File: config.mk
export PLATFORM = sky130hd
export DESIGN_NAME = sample_capture
export DESIGN_NICKNAME = d
export VERILOG_FILES = /design/src/rtl/sample_capture_pkg.sv /design/src/rtl/trigger_detect.sv /design/src/rtl/sample_capture.sv
export SDC_FILE = /design/constraint.sdc
export NUM_CORES = 1
export LEC_CHECK = 0
export BUFFER_PORTS_ARGS = -buffer_cell sky130_fd_sc_hd__buf_2
export CAP_MARGIN = 20
export CORE_MARGIN = 1.5
export CORE_UTILIZATION = 60
export DETAILED_ROUTE_END_ITERATION = 8
export PLACE_DENSITY_LB_ADDON = 0.1
export SYNTH_ARGS = -nofsm -noshare
export SYNTH_HDL_FRONTEND = slang
export SYNTH_SLANG_ARGS = --single-unit
File: constraint.sdc
create_clock -name clk_50mhz -period 3.6 [get_ports clk_50mhz]
set_input_delay 0.9 -clock clk_50mhz [delete_from_list [all_inputs] [get_ports clk_50mhz]]
set_output_delay 0.9 -clock clk_50mhz [all_outputs]
set_load 0.03 [all_outputs]
File: src/rtl/sample_capture_pkg.sv
// Shared types for the sample capture path: FSM state encoding, the ADC
// sample type and the edge-crossing compare used by trigger detection.
package sample_capture_pkg;

    typedef enum logic [1:0] {
        ST_IDLE    = 2'd0,
        ST_ARMED   = 2'd1,
        ST_CAPTURE = 2'd2,
        ST_DONE    = 2'd3
    } state_e;

    typedef logic [7:0] sample_t;

    // Unsigned level crossing between two consecutive kept samples.
    function automatic logic edge_hit(input sample_t prev, input sample_t cur,
                                      input sample_t level, input logic falling);
        if (falling) begin
            return (prev > level) && (cur <= level);
        end
        return (prev < level) && (cur >= level);
    endfunction

endpackage

File: src/rtl/trigger_detect.sv
// Remembers the previous kept sample while armed and flags a level crossing
// on the current kept sample. The first kept sample after a clear only primes
// the history and can never fire.
module trigger_detect
    import sample_capture_pkg::*;
(
    input  logic    clk,
    input  logic    rst_n,
    input  logic    clear,
    input  logic    strobe,
    input  sample_t sample,
    input  sample_t level,
    input  logic    falling,
    output logic    fire
);

    sample_t prev_q, prev_d;
    logic    prev_valid_q, prev_valid_d;

    // History update: cleared on arm, loaded by every kept sample.
    always_comb begin
        prev_d       = prev_q;
        prev_valid_d = prev_valid_q;
        if (clear) begin
            prev_d       = '0;
            prev_valid_d = 1'b0;
        end else if (strobe) begin
            prev_d       = sample;
            prev_valid_d = 1'b1;
        end
    end

    // History registers.
    always_ff @(posedge clk or negedge rst_n) begin
        if (!rst_n) begin
            prev_q       <= '0;
            prev_valid_q <= 1'b0;
        end else begin
            prev_q       <= prev_d;
            prev_valid_q <= prev_valid_d;
        end
    end

    assign fire = strobe && !clear && prev_valid_q &&
                  edge_hit(prev_q, sample, level, falling);

endmodule

File: src/rtl/sample_capture.sv
// Triggered ADC capture: arms on activate, waits for a level crossing (or a
// timeout when auto-trigger is enabled), then writes 2^SAMPLE_DEPTH decimated
// samples to memory through a registered one-cycle write port.
// Handshake: adc_valid qualifies adc_data for one cycle, there is no
// back-pressure; mem_we is a single-cycle strobe with mem_addr/mem_wdata
// valid in the same cycle.
module sample_capture
    import sample_capture_pkg::*;
#(
    parameter int SAMPLE_DEPTH = 10,
    parameter int AUTO_TIMEOUT = 5_000_000
) (
    input  logic                    clk_50mhz,
    input  logic                    reset,
    input  logic                    activate,
    output logic                    done,
    input  logic [7:0]              adc_data,
    input  logic                    adc_valid,
    input  logic [7:0]              trig_level,
    input  logic                    trig_falling,
    input  logic                    trig_auto,
    input  logic [7:0]              decim,
    output logic                    triggered,
    output logic                    mem_we,
    output logic [SAMPLE_DEPTH-1:0] mem_addr,
    output logic [7:0]              mem_wdata,
    output state_e                  state_dbg
);

    localparam int TW = (AUTO_TIMEOUT > 1) ? $clog2(AUTO_TIMEOUT) : 1;
    localparam logic [TW-1:0]           TO_LAST   = TW'(AUTO_TIMEOUT - 1);
    localparam logic [SAMPLE_DEPTH-1:0] ADDR_LAST = '1;

    state_e                  state_q, state_d;
    logic [7:0]              dcnt_q, dcnt_d;
    logic [TW-1:0]           tcnt_q, tcnt_d;
    logic                    triggered_q, triggered_d;
    sample_t                 lvl_q, lvl_d;
    logic                    fall_q, fall_d;
    logic                    auto_q, auto_d;
    logic [7:0]              decim_q, decim_d;
    logic [SAMPLE_DEPTH-1:0] waddr_q, waddr_d;
    logic                    we_q, we_d;
    logic [SAMPLE_DEPTH-1:0] addr_q, addr_d;
    sample_t                 wdata_q, wdata_d;
    logic                    done_q, done_d;

    logic running;
    logic arm;
    logic strobe;
    logic det_strobe;
    logic fire;
    logic timeout_hit;

    assign running     = (state_q == ST_ARMED) || (state_q == ST_CAPTURE);
    assign arm         = (state_q == ST_IDLE) && activate;
    assign strobe      = running && adc_valid && (dcnt_q == 8'd0);
    assign det_strobe  = strobe && (state_q == ST_ARMED) && activate;
    assign timeout_hit = auto_q && (tcnt_q == TO_LAST);

    trigger_detect u_trigger_detect (
        .clk     (clk_50mhz),
        .rst_n   (reset),
        .clear   (arm),
        .strobe  (det_strobe),
        .sample  (adc_data),
        .level   (lvl_q),
        .falling (fall_q),
        .fire    (fire)
    );

    // Decimation counter: a zero count marks a kept sample and reloads.
    always_comb begin
        dcnt_d = dcnt_q;
        if (arm) begin
            dcnt_d = 8'd0;
        end else if (running && adc_valid) begin
            dcnt_d = (dcnt_q == 8'd0) ? decim_q : dcnt_q - 8'd1;
        end
    end

    // Auto-trigger timeout: counts ARMED cycles and saturates at the limit.
    always_comb begin
        tcnt_d = tcnt_q;
        if (arm) begin
            tcnt_d = '0;
        end else if ((state_q == ST_ARMED) && (tcnt_q != TO_LAST)) begin
            tcnt_d = tcnt_q + TW'(1);
        end
    end

    // FSM next state, configuration capture and write-port staging.
    always_comb begin
        state_d     = state_q;
        triggered_d = triggered_q;
        lvl_d       = lvl_q;
        fall_d      = fall_q;
        auto_d      = auto_q;
        decim_d     = decim_q;
        waddr_d     = waddr_q;
        we_d        = 1'b0;
        addr_d      = addr_q;
        wdata_d     = wdata_q;
        done_d      = (state_q == ST_DONE);

        case (state_q)
            ST_IDLE: begin
                if (activate) begin
                    state_d     = ST_ARMED;
                    triggered_d = 1'b0;
                    waddr_d     = '0;
                    lvl_d       = trig_level;
                    fall_d      = trig_falling;
                    auto_d      = trig_auto;
                    decim_d     = decim;
                end
            end
            ST_ARMED: begin
                if (!activate) begin
                    state_d = ST_IDLE;
                end else if (strobe && (fire || timeout_hit)) begin
                    // A real crossing wins over a simultaneous timeout.
                    we_d        = 1'b1;
                    addr_d      = waddr_q;
                    wdata_d     = adc_data;
                    waddr_d     = waddr_q + SAMPLE_DEPTH'(1);
                    triggered_d = fire;
                    state_d     = ST_CAPTURE;
                end
            end
            ST_CAPTURE: begin
                if (!activate) begin
                    state_d = ST_IDLE;
                end else if (strobe) begin
                    we_d    = 1'b1;
                    addr_d  = waddr_q;
                    wdata_d = adc_data;
                    waddr_d = waddr_q + SAMPLE_DEPTH'(1);
                    if (waddr_q == ADDR_LAST) begin
                        state_d = ST_DONE;
                    end
                end
            end
            ST_DONE: begin
                if (!activate) begin
                    state_d = ST_IDLE;
                end
            end
            default: begin
                state_d = ST_IDLE;
            end
        endcase
    end

    // State and datapath registers; reset clears everything at once.
    always_ff @(posedge clk_50mhz or negedge reset) begin
        if (!reset) begin
            state_q     <= ST_IDLE;
            dcnt_q      <= '0;
            tcnt_q      <= '0;
            triggered_q <= 1'b0;
            lvl_q       <= '0;
            fall_q      <= 1'b0;
            auto_q      <= 1'b0;
            decim_q     <= '0;
            waddr_q     <= '0;
            we_q        <= 1'b0;
            addr_q      <= '0;
            wdata_q     <= '0;
            done_q      <= 1'b0;
        end else begin
            state_q     <= state_d;
            dcnt_q      <= dcnt_d;
            tcnt_q      <= tcnt_d;
            triggered_q <= triggered_d;
            lvl_q       <= lvl_d;
            fall_q      <= fall_d;
            auto_q      <= auto_d;
            decim_q     <= decim_d;
            waddr_q     <= waddr_d;
            we_q        <= we_d;
            addr_q      <= addr_d;
            wdata_q     <= wdata_d;
            done_q      <= done_d;
        end
    end

    assign done      = done_q;
    assign triggered = triggered_q;
    assign mem_we    = we_q;
    assign mem_addr  = addr_q;
    assign mem_wdata = wdata_q;
    assign state_dbg = state_q;

endmodule

==> summary.txt <==
setup ws final -> 0.496 ns
number of synthesized flops with an enable pin -> 0
Syn-to-layout area delta -> 10.9%
fin crit share -> 86.2%
port buffer count -> 52
Worst slew margin -> 52.8%
kind of critical path -> primary input to flop
core area -> 8640 um2
share of layout cells above drive strength 1 -> 15.6%
crit path time final -> 3.10 ns
setup TNS -> 0 ns
Hold-fix buffers, CTS -> 0
Max stage delay on crit path -> 0.51 ns
Die Ht -> 96.9 um
Final Non-Filler Cells -> 754
P per Cell Area -> 683 nW/um2
CP top delay family -> compound AO/OA/AOI/OAI gates
status -> complete, no violations
max-cap violations -> 0
Post-Syn Instances -> 597
Hold Fails Final Rpt -> 0
Starting Density -> 61.3%
crit-path cells -> buf_2 -> ha_1 -> a21oi_1 -> nor2_1 -> a211oi_1 -> a211oi_2 -> a211oi_2 -> or3_1 -> mux2_4
die area -> 9390 um2
setup slack at placement -> 0.150 ns
Layout Utilization -> 67.9%
diode count -> 0
FFs w/ async S/R, synth -> 100%
DRC -> 0
CP Capture Type -> flop
post-synthesis average cell area -> 8.87 um2
most frequent cells in the layout -> dfrtp_1 (91), nand2_1 (89), buf_2 (51)
cell mode on critical path -> a211oi_2
placed insts -> 739
RSZ-0062 raised after global routing -> no
fin area -> 5870 um2
flop2flop setup slack -> 0.51 ns
total CTS buffers -> 9
Pleak -> 0.00257 uW
commonest non-fill, non-tap cell in the layout -> dfrtp_1
1st-pass router iterations -> 4
GRT Resource Usage Total -> 26.3%
Root Buffer Master -> clkbuf_8
Seq cells post-synth -> 91
H-tree levels -> 3
total grt overflow -> 0
arrival time of the worst setup path -> 3.37 ns
slew of the pin with the lowest slew margin -> 0.708 ns
Vias -> 4,568
net count after synthesis -> 651
peak supply drop -> 425 uV
sequential share of the synthesized area -> 43.0%
Clock Path Buffers -> 2
worst path required time -> 3.86 ns
DR vias/cell -> 6.06
Clock transition at path regs -> 0.09 ns
# resized after CTS -> 0
IO Pins -> 53
antenna violations before repair -> 0
Post-DRT Antenna Nets -> 0
routability cong. -> 0.866
worst min-delay path category -> flop to flop
hpwl dp -> 8400 um
CTS tree -> yes
crit-path max FO -> 10
cell area after synthesis -> 5290 um2
Slew Viols, Final -> 0
Iteration-0 DRC Markers -> 193
Max Freq -> 322 MHz
Synth Flop Type -> dfrtp_1
Final Setup Violations -> 0
wire length of the first global-routing pass -> 20,400 um
synthesis warning total -> 0
post-CTS setup buffers -> 0
pin count of the biggest net entering global routing -> 57
Bufs and invs on worst path -> 1
worst skew pair latency -> 0.37 ns
Area after DPL -> 5670 um2
crit path launch type -> primary input
Die W -> 96.9 um
Routed WL per cell -> 15.9 um
Layout Nets -> 697
CP max stage cell -> or3_1
Setup Skew -> 0.0167 ns
clock sink count -> 91
Site Rows -> 34
Yosys cell types -> 60
drt total wl -> 12,000 um
number of global-route vias before repair -> 4,318
==> cells in the mapped netlist, drive strengths merged (4+ instances only) <==
library cell   n  area (um2)
dfrtp         91        2280
nand2         90         340
nor2          48         180
a21oi         38         190
nand3         38         190
inv           27         101
ha            24         300
and3          22         138
o211ai        22         165
o21ai         22         110
clkbuf        21        78.8
nor3          16        90.1
xnor2         13         114
buf           10        57.6
o31ai         10        75.1
a22oi          8        60.1
nand4          8        56.3
o2bb2ai        8        76.3
xor2           8        70.1
or3            7        43.8
nand3b         6        45.0
a211oi         5        47.5
nor4           5        37.5
nand2b         4        25.0
or2            4        25.0
==> metrics by stage <==
stage	power [uW]	hold WS (ns)
finish	4010	0.484
global route	4340	0.512
CTS	4020	0.484
detailed placement	3330	0.462
global placement	3240	0.462
floorplan	2840	0.440
==> cells by family (layout without fill, tap and decap cells) <==
logic type / Yosys count / after routing / share of synthesized area (%)
compound gates: 135 / 135 / 18.0
simple gates: 264 / 264 / 24.5
flops: 91 / 91 / 43.0
buf+inv: 58 / 107 / 4.49
mux: 4 / 4 / 0.851
xor+xnor: 21 / 21 / 3.48
fa+ha+maj: 24 / 24 / 5.67
==> layout make-up <==
| cell class | count | area, um2 |
|---|---|---|
| multi-input combinational | 448 | 2780 |
| fill | 718 | 2770 |
| sequential | 91 | 2280 |
| timing repair buffer | 66 | 380 |
| clock buffer | 10 | 138 |
| tap | 108 | 135 |
| inverter | 27 | 101 |
| clock inverter | 4 | 52.6 |
==> path summary, 6_finish.rpt <==
check	start	to	depth (start not counted)
min in group asynchronous	reset	mem_addr[0]	1
max reg2reg	state_dbg[0]	waddr_q[0]	9
max in group asynchronous	reset	dcnt_q[7]	2
min	decim_q[0]	decim_q[0]	2
max	adc_data[5]	waddr_q[0]	9
min reg2reg	decim_q[0]	decim_q[0]	2
==> registers in the layout (all words and copies together) (netlist names) <==
name,cells
u_trigger_detect.prev_q,8
done,1
mem_addr,10
dcnt_q,8
auto_q,1
decim_q,8
state_dbg,2
u_trigger_detect.prev_valid_q,1
mem_wdata,8
waddr_q,10
fall_q,1
tcnt_q,23
mem_we,1
lvl_q,8
triggered,1
==> worst reg2reg max path, stage by stage (launching register included) <==
cell and delay (ns):
dfrtp_1 0.40, inv_1 0.10, ha_1 0.31, and2_1 0.15
and3_1 0.19, a41oi_1 0.35, nand2_2 0.13, a211oi_2 0.52
or3_1 0.51, mux2_4 0.34
==> where the power goes <==
group | internal (uW) | switching [uW]
clock network | 332 | 358
registers | 1280 | 227
logic | 669 | 1140
total | 2280 | 1730
==> per-layer routing <==
layer / track usage (%) / vias up / routed length (um)
li1: - / 2225 / -
met1: 35.1 / 2225 / 5320
met2: 43.2 / 103 / 5880
met3: 5.27 / 15 / 619
met4: 8.58 / 0 / 170
met5: 0 / - / 0
No activity file was read; power rests on OpenSTA's default activity.
